File: src/rtl/led_frame_scheduler.sv
// Frame sequencer for a WS2811 strip. It walks ledindex across the strip and
// waits for the colour pipeline to settle, then hands each pixel to the serialiser.
module led_frame_scheduler #(
    parameter int NUM_LEDS      = 64,
    parameter int SETTLE_CYCLES = 16,
    parameter int LATCH_CYCLES  = 1000
) (
    input  logic        clk,
    input  logic        rst,
    input  logic        enable,
    output logic [7:0]  ledindex,
    input  logic [7:0]  red_in,
    input  logic [7:0]  green_in,
    input  logic [7:0]  blue_in,
    output logic [23:0] pix_data,
    output logic        pix_valid,
    input  logic        pix_ready,
    output logic        pix_last,
    output logic        latch_active,
    output logic        frame_start,
    output logic        frame_done,
    output logic        busy
);

    localparam int SW = (SETTLE_CYCLES > 1) ? $clog2(SETTLE_CYCLES) : 1;
    localparam int LW = (LATCH_CYCLES > 1) ? $clog2(LATCH_CYCLES) : 1;
    localparam logic [SW-1:0] SETTLE_LAST = SW'(SETTLE_CYCLES - 1);
    localparam logic [LW-1:0] LATCH_LAST  = LW'(LATCH_CYCLES - 1);
    localparam logic [7:0]    LAST_IDX    = 8'(NUM_LEDS - 1);

    typedef enum logic [1:0] {
        IDLE,
        FETCH,
        LATCH
    } state_t;

    state_t        state;
    state_t        state_next;
    logic [SW-1:0] settle_cnt;
    logic [LW-1:0] latch_cnt;
    logic          fetch_done;

    logic xfer;
    logic settled;
    logic capture;
    logic last_xfer;
    logic latch_end;

    assign xfer      = pix_valid && pix_ready;
    assign settled   = (settle_cnt == SETTLE_LAST);
    // The output buffer can take a new pixel when empty or being drained this edge.
    assign capture   = (state == FETCH) && settled && !fetch_done && (!pix_valid || pix_ready);
    assign last_xfer = (state == FETCH) && xfer && pix_last;
    assign latch_end = (state == LATCH) && (latch_cnt == LATCH_LAST);
    assign busy      = (state != IDLE);

    always_comb begin
        // NOTE: every combinational output gets a default first, so no path infers a latch.
        state_next  = state;
        frame_start = 1'b0;
        frame_done  = 1'b0;
        case (state)
            IDLE: begin
                if (enable) begin
                    state_next  = FETCH;
                    frame_start = 1'b1;
                end
            end
            FETCH: begin
                if (last_xfer) state_next = LATCH;
            end
            LATCH: begin
                if (latch_end) begin
                    frame_done = 1'b1;
                    if (enable) begin
                        state_next  = FETCH;
                        frame_start = 1'b1;
                    end else begin
                        state_next = IDLE;
                    end
                end
            end
            default: state_next = IDLE;
        endcase
    end

    // NOTE: sequential state uses non-blocking assignments only, so every register samples pre-edge values.
    always_ff @(posedge clk or posedge rst) begin
        if (rst) begin
            state        <= IDLE;
            ledindex     <= 8'd0;
            settle_cnt   <= '0;
            latch_cnt    <= '0;
            fetch_done   <= 1'b0;
            pix_data     <= 24'd0;
            pix_valid    <= 1'b0;
            pix_last     <= 1'b0;
            latch_active <= 1'b0;
        end else begin
            state <= state_next;

            if (frame_start) begin
                ledindex   <= 8'd0;
                settle_cnt <= '0;
                fetch_done <= 1'b0;
            end else if (capture) begin
                if (ledindex != LAST_IDX) begin
                    ledindex   <= ledindex + 8'd1;
                    settle_cnt <= '0;
                end else begin
                    fetch_done <= 1'b1;
                end
            end else if (state == FETCH && !settled) begin
                settle_cnt <= settle_cnt + SW'(1);
            end

            // A capture on a transfer edge replaces the pixel without a bubble.
            if (capture) begin
                pix_data  <= {red_in, green_in, blue_in};
                pix_valid <= 1'b1;
                pix_last  <= (ledindex == LAST_IDX);
            end else if (xfer) begin
                pix_valid <= 1'b0;
                pix_last  <= 1'b0;
            end

            if (last_xfer) begin
                latch_cnt    <= '0;
                latch_active <= 1'b1;
            end else if (state == LATCH) begin
                if (latch_end) begin
                    latch_active <= 1'b0;
                    latch_cnt    <= '0;
                end else begin
                    latch_cnt <= latch_cnt + LW'(1);
                end
            end
        end
    end

endmodule

File: config.mk
export PLATFORM = sky130hd
export DESIGN_NAME = led_frame_scheduler
export DESIGN_NICKNAME = d
export VERILOG_FILES = /design/src/rtl/led_frame_scheduler.sv
export SDC_FILE = /design/constraint.sdc
export NUM_CORES = 1
export LEC_CHECK = 0
export ABC_AREA = 1
export CORE_UTILIZATION = 53
export DETAILED_ROUTE_END_ITERATION = 16
export PLACE_DENSITY = 0.85
export SYNTH_ARGS = -nofsm -noshare
export SYNTH_HDL_FRONTEND = slang
export SYNTH_SLANG_ARGS = --single-unit
File: constraint.sdc
create_clock -name clk -period 4.5 [get_ports clk]
set_input_delay 1.35 -clock clk [delete_from_list [all_inputs] [get_ports clk]]
set_output_delay 1.35 -clock clk [all_outputs]
set_load 0.1 [all_outputs]
# Word-level counts from Yosys, hierarchy flattened
# Index checks and enable logic that the tools add are counted.
dict set report classes {
  n_mux 29
  reduce_logical 25
  n_eq_ne 11
  n_addsub 3
}
# op n
set op_table {}
lappend op_table {{$mux 10} 3}
lappend op_table {{$mux 8} 3}
lappend op_table {{$mux 4} 4}
lappend op_table {{$mux 1} 14}
lappend op_table {{$reduce_bool 2->1} 6}
lappend op_table {{$add 10x1->10 const B} 1}
lappend op_table {{$eq 10x10->1 const B} 1}
lappend op_table {{$add 8x1->8 const B} 1}
lappend op_table {{$eq 8x6->1 const B} 1}
lappend op_table {{$logic_and 1x1->1} 8}
lappend op_table {{$ne 2x2->1 const B} 4}
lappend op_table {{$ne 8x6->1 const B} 1}
lappend op_table {{$reduce_and 2->1} 4}
lappend op_table {{$mux 2} 3}
lappend op_table {{$pmux 2 s3} 1}
lappend op_table {{$add 4x1->4 const B} 1}
lappend op_table {{$eq 4x4->1 const B} 1}
lappend op_table {{$logic_not 1->1} 3}
lappend op_table {{$ne 3x2->1 const B} 1}
lappend op_table {{$reduce_and 3->1} 1}
lappend op_table {{$reduce_bool 3->1} 1}
lappend op_table {{$eq 2x1->1 const B} 1}
lappend op_table {{$eq 2x2->1 const B} 1}
lappend op_table {{$logic_not 2->1} 1}
lappend op_table {{2 further kinds} 2}
dict set report word_totals {
  reg_bits 52
  out_inout_bits 38
  word_cells 77
  inputBits 28
}

# Logic depth before layout (Yosys ltp)
# Gate-level depths: netlist of run 1.
dict set report depth {
  depth_word 6
  mapped_depth 9
  depth_no_buf 9
}

# Least setup slack after synthesis of run 1
# No wires, ideal clock.
dict set report synth_timing {
  path_type {input port to output port}
  start {in enable}
  end {out frame_start}
  path_slack_ns 0.982
  path_buffers 1
  t_required_ns 3.150
  t_arrival_ns 2.168
  cell_stages 3
  path_cell_list {nand3_4 buf_6 inv_1}
}
dict set report synth_via {
  elab_chain_len 3
}
# item line_no
set synth_lines {}
lappend synth_lines {{start, declared} 10} ;# input logic enable,
lappend synth_lines {{$mux 1 (*)} {64, 75}}
lappend synth_lines {{$mux 1} 73} ;# if (latch_end) begin
lappend synth_lines {{$pmux 1 s2 (*)} 62} ;# case (state)
lappend synth_lines {{end, declared} 20} ;# output logic frame_start,
# Every way passes the cells marked *; elsewhere a longest branch is shown, timed or not.

# Worst setup path after layout of run 1
# Same ends and word-level chain as after synthesis.

==> results of run 1 <==
-- layer usage --
layer | vias up | GRT usage | routed length, um
met5 | - | 0 | 0
met4 | 0 | 0.0719 | 51
met3 | 4 | 0.0608 | 193
met2 | 39 | 0.391 | 2850
met1 | 1086 | 0.280 | 2500
li1 | 1148 | - | -
-- where the power goes --
| part | leakage (nW) | switching, W | internal [W] |
|---|---|---|---|
| Clock | 0.0414 | 0.000156 | 0.000111 |
| Sequential | 0.675 | 0.0000823 | 0.000601 |
| Combinational | 0.999 | 0.00107 | 0.000309 |
-- cells in the final DEF, fill, tap and decap left out, types with 2 or more instances in the layout --
master / n
a21oi_1: 3
clkbuf_8: 5
clkdlybuf4s50_1: 63
dfrtp_1: 52
ha_1: 3
inv_1: 24
inv_2: 7
nand2_1: 127
nand2_2: 4
nand2_4: 3
nand3_1: 27
nand3_2: 2
nand3_4: 3
nand3b_1: 3
nand4_1: 2
nor2_1: 23
nor2_4: 5
nor3_1: 4
nor3b_2: 2
o21ai_0: 4
o21ai_1: 2
o21ai_2: 2
xor2_1: 5
-- cell families (layout without fill, tap and decap cells) --
group                    count (synthesis)  after routing  synth area share
buffers and inverters                   40            106            0.0675
AO/OA/AOI/OAI                           14             14            0.0314
AND/OR/NAND/NOR                        209            209             0.380
flip-flops                              52             52             0.487
adder cells (fa/ha/maj)                  3              3            0.0141
XOR/XNOR                                 6              6            0.0197
-- per-stage QoR --
| stage | setup slack [ns] | std cells |
|---|---|---|
| floorplan | 0.982 | 324 |
| global placement | 0.686 | 449 |
| detailed placement | 0.654 | 449 |
| CTS | 0.653 | 457 |
| global route | 0.607 | 457 |
| finish | 0.662 | 457 |
-- state kept, by name, indices dropped and copies added, names as in the netlist --
name          count
fetch_done        1
ledindex          8
latch_active      1
latch_cnt        10
settle_cnt        4
state             2
pix_valid         1
pix_last          1
pix_data         24
-- synthesized netlist by cell type (all sizes together) --
| cell type | number | area [um2] |
|---|---|---|
| a21oi | 3 | 15.0 |
| xnor2 | 1 | 8.76 |
| xor2 | 5 | 43.8 |
| nand4 | 3 | 33.8 |
| a31oi | 1 | 6.26 |
| buf | 7 | 53.8 |
| inv | 32 | 123 |
| o41ai | 1 | 8.76 |
| ha | 3 | 37.5 |
| nand3b | 4 | 33.8 |
| nor2 | 29 | 149 |
| nor3b | 2 | 25.0 |
| nand2 | 134 | 536 |
| nand3 | 32 | 208 |
| o21ai | 8 | 47.6 |
| o22ai | 1 | 6.26 |
| clkinv | 1 | 3.75 |
| nor3 | 5 | 30.0 |
| dfrtp | 52 | 1300 |
-- worst min path at each step --
stage          slack, ns  cells after the start          from           end
2_1_floorplan       0.47                      2  latch_cnt[1]  latch_cnt[1]
3_3_place_gp        0.46                      2   pix_data[2]   pix_data[2]
3_5_place_dp        0.46                      2  pix_data[13]  pix_data[13]
4_1_cts             0.49                      2   pix_data[2]   pix_data[2]
5_1_grt             0.50                      2   pix_data[2]   pix_data[2]
6_report            0.49                      2   pix_data[0]   pix_data[0]
-- cell type report --
cell class	instances	area, um2
Fill cell	382	1340
Timing Repair Buffer	65	658
Multi-Input combinational cell	232	1190
Clock inverter	2	16.3
Sequential cell	52	1300
Clock buffer	6	72.6
Tap cell	67	83.8
Inverter	33	126
-- tightest hold or removal path: cells and delay by family (launching register included) --
family	cells	cell delay [ns]
simple gates	2	0.10
flops	1	0.35
==> run summary, run 1 <==
Status - finished, final reports clean
Worst path cell trace - clkdlybuf4s50_1 -> nand3_4 -> inv_1 -> buf_12
Antenna Violating Nets Remaining - 0
Placer Congestion - 0.800
Largest net degree at the start of global routing - 53
Worst VDD drop - 754 uV
Reg2Reg Depth - 9
Max Slew Vio Count - 0
Clock skew - 0.0108 ns
Cell area after layout - 0.00345 mm2
Total gr overflow - 0
DIE AREA - 0.00533 mm2
Total track usage - 0.228
Crit path to - frame_start
First-pass GRT wire length - 9.15 mm
Die W - 73.0 um
Drt wl/cell - 12.2 um
Initial Util - 0.558
Clock sink count - 52
Post-CTS setup buffers - 0
Layout cells sized above 1 - 0.108
Synth Net Count - 355
Layout area overhead - 29.1%
Clock Latency Late Sink - 0.31 ns
Worst path slowest cell - clkdlybuf4s50_1
Vias in the first global route - 2116
WP buf/inv - 3
H-tree level count - 2
# hold bufs at CTS - 0
Power Density - 675 mW/mm2
CTS buffer count - 5
Final Hold Vio Count - 0
Post-cts sizing count - 0
Clock Path Buffers - 2
Measured slew at the worst slew-check pin - 1.06 ns
Slowest stage delay, CP - 0.50 ns
Crit Path Class - in2out
DR vias/cell - 4.98
Num ports - 66
Row count - 25
Drt pass-1 iters - 4
DP HPWL - 4.02 mm
Max-cap viol count - 0
Yosys Warn Count - 0
Worst reg2reg path startpoint - settle_cnt[0]
# DRC - 0
Hold WC Path Type - reg2reg
Core Area - 0.00479 mm2
Fin nets - 420
Layout Utilization - 0.720
Ant. Diodes - 0
Worst R2R End - settle_cnt[2]
Final worst path period need - 3.84 ns
Overall routed net length - 5.59 mm
Worst-path maximum fanout - 24
Relative slew margins - 0.291
Max Freq - 0.261 GHz
CTS tree - done
Drt initial violations - 127
Clk root buf - clkbuf_8
Tot Pwr - 0.00233 W
CP endpoint kind - output port
Port bufs - 65
Cell Area, Synth - 0.00267 mm2
Setup crit start - enable
Count of cell types in the netlist - 33
Sequential share of the synthesized area - 0.487
Syn Inst Count - 324
Worst-path clk slew - 0.09 ns
DP Area - 0.00336 mm2
Flops & latches, synth - 52
RSZ-0062 raised after global routing - no
Tcrit/Tclk final - 0.853
Vias - 2277
CP arrival - 2.49 ns
Startpoint Class - input port
Lkg Pwr - 1.72 nW
Die height - 73.0 um
Finish-stage setup viols - 0
Number of antenna violations at the first check in global routing - 0
CP required - 3.15 ns
WHS - 0.485 ns
Critical Path Stages - 4
CP delay by family, top - buffers and inverters
Syn avg cell area - 8.24 um2
Reg-to-reg slack, setup - 2.50 ns
Setup TNS - 0 ns
Note: power is estimated with default switching activity, not from simulation.
==> inputs of run 2 (changes only) <==
- MAX_ROUTING_LAYER: unset -> met4
- SKIP_CTS_REPAIR_TIMING: unset -> 1
- clock period: 4.5 -> 4.7 ns (I/O delays scaled with it)
==> run 2 against run 1 <==
Effect of this change:
- wire length increased by 3.9%
- register-to-register slack improved by 0.20 ns
- worst setup slack improved by 0.090 ns
- worst hold slack improved by 0.0089 ns
- sequential share of layout area about the same
- total power decreased by 3.7%
- cell count unchanged
- design area about the same
- combinational power decreased by 4%
- utilization increased by 0.052 points
- global-route usage increased by 1.2 points
- critical path type unchanged
- highest routed layer unchanged
==> run summary, run 2 (synthesized netlist as in run 1, its figures left out) <==
Most frequent cells in the layout - 127 x nand2_1, 63 x clkdlybuf4s50_1, 52 x dfrtp_1, 27 x nand3_1, 24 x inv_1
Clk root buf - clkbuf_8
# DRC - 0 (unchanged)
Drt initial violations - 157 (+24%)
Worst path cell trace - clkdlybuf4s50_1 -> nand3_4 -> inv_1 -> buf_12
Clock Latency Late Sink - 0.31 ns (about the same)
Max Freq - 0.253 GHz
Power Density - 649 mW/mm2 (-3.8%)
FILL cells - 383 (+0.26%)
Tcrit/Tclk final - 0.840
FF+latch area - 0.00130 mm2 (unchanged)
Ant. Diodes - 0 (unchanged)
Total track usage - 0.240 (+0.0118)
Row count - 25 (unchanged)
Initial Util - 0.558 (unchanged)
Total gr overflow - 0 (unchanged)
Layout Utilization - 0.721 (about the same)
CP delay by family, top - buffers and inverters
Met1 Use GR - 0.299 (+0.0196)
H-tree level count - 2 (unchanged)
Finish-stage setup viols - 0 (unchanged)
Most common cell after layout, fill and taps aside - nand2_1
Worst VDD drop - 595 uV (-21%)
Vias in the first global route - 2068 (-2.3%)
CP arrival - 2.54 ns (+0.05 ns)
CTS tree - done
DP Area - 0.00336 mm2 (unchanged)
Clock skew - 0.00889 ns (-0.00188 ns)
Worst-path maximum fanout - 24 (unchanged)
Vias - 2269 (-0.35%)
RSZ-0062 raised after global routing - no
Final Hold Vio Count - 0 (unchanged)
Crit Path Class - in2out
Overall routed net length - 5.81 mm (+3.9%)
Die W - 73.0 um (unchanged)
Number of antenna violations at the first check in global routing - 0 (unchanged)
Clock Path Buffers - 2 (unchanged)
Worst path slowest cell - clkdlybuf4s50_1
Layout cells sized above 1 - 0.110 (+0.00256)
Tot Pwr - 0.00224 W (-3.7%)
Drt pass-1 iters - 4 (unchanged)
Slowest stage delay, CP - 0.50 ns (about the same)
Clock sink count - 52 (unchanged)
Cell area after layout - 0.00345 mm2 (about the same)
Multi-input logic area - 0.00119 mm2 (unchanged)
Lkg Pwr - 1.72 nW (+0.41%)
Num ports - 66 (unchanged)
WHS - 0.494 ns (+0.00893 ns)
DIE AREA - 0.00533 mm2 (unchanged)
GR Util met3 - 0.0483 (-0.0124)
Status - finished, final reports clean
Port bufs - 65 (unchanged)
Hold WC Path Type - reg2reg
Max reg flops - 24 (unchanged)
Max Slew Vio Count - 0 (unchanged)
Final worst path period need - 3.95 ns
CP required - 3.29 ns (+0.14 ns)
Measured slew at the worst slew-check pin - 1.07 ns (+0.0136 ns)
Placer Congestion - 0.813 (+1.5%)
Fin nets - 420 (unchanged)
Drt wl/cell - 12.7 um (+3.9%)
Worst-path clk slew - 0.10 ns (about the same)
Die height - 73.0 um (unchanged)
Relative slew margins - 0.282 (-0.00906)
Top flop regs - pix_data x24, latch_cnt x10, ledindex x8
Setup TNS - 0 ns (unchanged)
Met2 Use GR - 0.410 (+0.0187)
Startpoint Class - input port
Register with the most flip-flops - pix_data
Largest net degree at the start of global routing - 53 (unchanged)
Core Area - 0.00479 mm2 (unchanged)
Global route hottest layer - met2
DP HPWL - 4.13 mm (+2.7%)
CTS buffer count - 5 (unchanged)
Layout area overhead - 29.2% (about the same)
First-pass GRT wire length - 9.47 mm (+3.5%)
WP buf/inv - 3 (unchanged)
Max-cap viol count - 0 (unchanged)
Antenna Violating Nets Remaining - 0 (unchanged)
CP endpoint kind - output port
DR vias/cell - 4.96 (-0.35%)
-- run 2: worst paths after layout --
| path | start | slack, ns | end | depth (start not counted) |
|---|---|---|---|---|
| worst max register to register | settle_cnt[0] | 2.70 | settle_cnt[3] | 9 |
| max in group asynchronous | rst | 2.35 | settle_cnt[0] | 2 |
| worst min-delay path | pix_data[9] | 0.49 | pix_data[9] | 2 |
| min in group asynchronous | rst | 1.68 | latch_cnt[5] | 2 |
| worst min register to register | pix_data[9] | 0.49 | pix_data[9] | 2 |
| worst max-delay path | enable | 0.75 | frame_start | 4 |
-- run 2: through the flow --
stage                     cells  setup WS (ns)
final                       457          0.752
after global placement      449          0.767
after CTS                   457          0.739
after detailed placement    449          0.729
after global routing        457          0.679
after floorplan             324           1.06
-- run 2: worst register-to-register path: cells and delay by family (launching register included) --
family        cells  cell delay [ns]
simple gates      6             0.88
buf+inv           2             0.48
flops             1             0.40
fa+ha+maj         1             0.19
-- run 2: where the power goes --
| group | internal, W | switching [W] |
|---|---|---|
| combinational | 0.000296 | 0.00102 |
| sequential | 0.000576 | 0.0000821 |
| clock | 0.000107 | 0.000156 |
| total | 0.000979 | 0.00126 |
-- run 2: metal layers --
metal | part of all wire | vias to the layer above | wire length [um]
li1 | - | 1149 | -
met1 | 0.45 | 1074 | 2600
met2 | 0.51 | 42 | 2980
met3 | 0.033 | 4 | 194
met4 | 0.0060 | 0 | 35
met5 | 0 | - | 0
-- run 2: layout make-up --
cell class | instances | area share
flip-flops and latches | 52 | 0.377
multi-input cells | 232 | 0.345
repair buffers | 65 | 0.191
inverters | 33 | 0.0366
well taps | 67 | 0.0243
clock buffers | 5 | 0.0199
clock inverters | 3 | 0.00653
==> inputs of run 3 (changes only) <==
- CORE_UTILIZATION: 53 -> 49
- PLACE_DENSITY: 0.85 -> 0.79
- clock period: 4.7 -> 3.7 ns (I/O delays scaled with it)
==> run 3 against run 2 <==
Effect of this change:
- critical path depth stayed put
- register-to-register slack got worse by 1.0 ns
- sequential power up 29%
- utilization is 6.7 points lower
- highest routed layer unchanged
- global-route usage is 2.7 points lower
- combinational power rose by 23%
==> run summary, run 3 (synthesized netlist as in run 1, its figures left out) <==
Status - finished, final reports clean
Max Freq - 0.324 GHz
Reg power frac - 0.301 (+0.007)
Max Slew Vio Count - 0 (unchanged)
Measured slew at the worst slew-check pin - 0.644 ns (-0.431 ns)
Max reg flops - 24 (unchanged)
Clock Path Buffers - 2 (unchanged)
Setup TNS - 0 ns (unchanged)
FILL cells - 462 (+21%)
Fin nets - 422 (+0.48%)
Clk root buf - clkbuf_8
Antenna Violating Nets Remaining - 0 (unchanged)
Hold Crit Start - pix_data[4]
Die W - 75.8 um (+3.9%)
CTS tree - done
Clock sink count - 52 (unchanged)
Lkg Pwr - 1.79 nW (+4.1%)
Internal power - 0.00121 W (+24%)
Clock Latency Late Sink - 0.31 ns (about the same)
Worst reg2reg path startpoint - settle_cnt[0]
Total track usage - 0.213 (-0.0269)
H-tree level count - 2 (unchanged)
FF+latch area - 0.00130 mm2 (unchanged)
Gate power share - 0.574 (-0.015)
Tot Pwr - 0.00282 W (+26%)
Switching share of power - 0.570 (+0.00676)
Clock skew - 0.00279 ns (-0.00610 ns)
CTS buffer count - 5 (unchanged)
Vias - 2242 (-1.2%)
Worst hold path endpoint - pix_data[4]
Multi-input logic area - 0.00119 mm2 (unchanged)
Hold WC Path Type - reg2reg
CP endpoint kind - output port
Initial Util - 0.516 (-0.0417)
Power Density - 832 mW/mm2 (+28%)
CP arrival - 1.98 ns (-0.56 ns)
Relative slew margins - 0.571 (+0.288)
Reg2Reg Depth - 9 (unchanged)
Largest net degree at the start of global routing - 53 (unchanged)
# DRC - 0 (unchanged)
Most frequent cells in the layout - 127 x nand2_1, 52 x dfrtp_1, 39 x buf_4, 27 x nand3_1, 27 x clkdlybuf4s50_1
First-pass GRT wire length - 8.87 mm (-6.3%)
Port bufs - 65 (unchanged)
DP HPWL - 3.82 mm (-7.4%)
Total gr overflow - 0 (unchanged)
Tcrit/Tclk final - 0.835
Final Hold Vio Count - 0 (unchanged)
Row count - 26 (+4.0%)
Core Area - 0.00517 mm2 (+8.1%)
Switching power - 0.00160 W (+27%)
Worst R2R End - settle_cnt[3]
Drt pass-1 iters - 4 (unchanged)
Layout cells sized above 1 - 0.207 (+0.0964)
Number of antenna violations at the first check in global routing - 0 (unchanged)
Overall routed net length - 5.41 mm (-6.8%)
Startpoint Class - input port
WHS Path Cells - 2 (unchanged)
Worst-path maximum fanout - 2 (-92%)
Final worst path period need - 3.09 ns
Register with the most flip-flops - pix_data
Die height - 75.8 um (+3.9%)
DR vias/cell - 4.85 (-2.3%)
Placer Congestion - 0.852 (+4.9%)
Num ports - 66 (unchanged)
Crit Path Class - in2out
Layout area overhead - 26.7%
Clock power share - 0.124 (+0.007)
Drt initial violations - 130 (-17%)
Max-cap viol count - 0 (unchanged)
Worst-path clk slew - 0.09 ns (about the same)
Top flop regs - pix_data x24, latch_cnt x10, ledindex x8
Most common cell after layout, fill and taps aside - nand2_1
CP required - 2.59 ns (-0.70 ns)
Finish-stage setup viols - 0 (unchanged)
Vias in the first global route - 1981 (-4.2%)
Worst VDD drop - 963 uV (+62%)
Drt wl/cell - 11.7 um (-7.8%)
Layout Utilization - 0.654 (-0.0667)
Ant. Diodes - 0 (unchanged)
DIE AREA - 0.00575 mm2 (+7.9%)
RSZ-0062 raised after global routing - no
Reg-to-reg slack, setup - 1.68 ns (-1.02 ns)
[run 3: final cells by class]
| class | instances | share of cell area |
|---|---|---|
| Clock buffer | 6 | 0.0244 |
| Multi-Input combinational cell | 232 | 0.351 |
| Clock inverter | 2 | 0.00407 |
| Timing Repair Buffer | 67 | 0.172 |
| Sequential cell | 52 | 0.385 |
| Inverter | 33 | 0.0374 |
| Tap cell | 70 | 0.0259 |
[run 3: worst max-delay path by stage]
stage | start | end | slack, ns | depth (start not counted)
after floorplan | latch_cnt[0] | frame_done | 0.45 | 5
after global placement | enable | frame_start | 0.63 | 4
after detailed placement | enable | frame_start | 0.61 | 4
after CTS | enable | frame_start | 0.60 | 4
after global routing | enable | frame_start | 0.58 | 4
final | enable | frame_start | 0.61 | 4
[run 3: power by group through the flow]
| stage | Combinational (W) | Clock (W) | Sequential, W |
|---|---|---|---|
| floorplan | 0.000257 | 0 | 0.00187 |
| detailed placement | 0.00163 | 0 | 0.000848 |
| global route | 0.00168 | 0.000379 | 0.000872 |
| global placement | 0.00160 | 0 | 0.000855 |
| finish | 0.00162 | 0.000351 | 0.000848 |
| CTS | 0.00163 | 0.000359 | 0.000849 |
[run 3: worst max-delay path, cell delays in order]
cell	delay, ns
clkdlybuf4s50_1	0.51
nand3_4	0.08
inv_1	0.09
buf_12	0.18
[run 3: metrics by stage]
step | area, um2 | setup slack, ns | cells | hold WS (ns)
after CTS | 3380 | 0.605 | 462 | 0.494
after floorplan | 2670 | 0.454 | 324 | 0.474
after detailed placement | 3290 | 0.611 | 454 | 0.469
after global routing | 3380 | 0.582 | 462 | 0.504
final | 3380 | 0.611 | 462 | 0.491
after global placement | 3290 | 0.634 | 454 | 0.465
[run 3: routing by layer]
layer,GRT usage,wire (um),part of all wire
met1,0.283,2610,0.48
met2,0.319,2420,0.45
met3,0.0582,328,0.061
met4,0.0617,57,0.011
met5,-,0,0
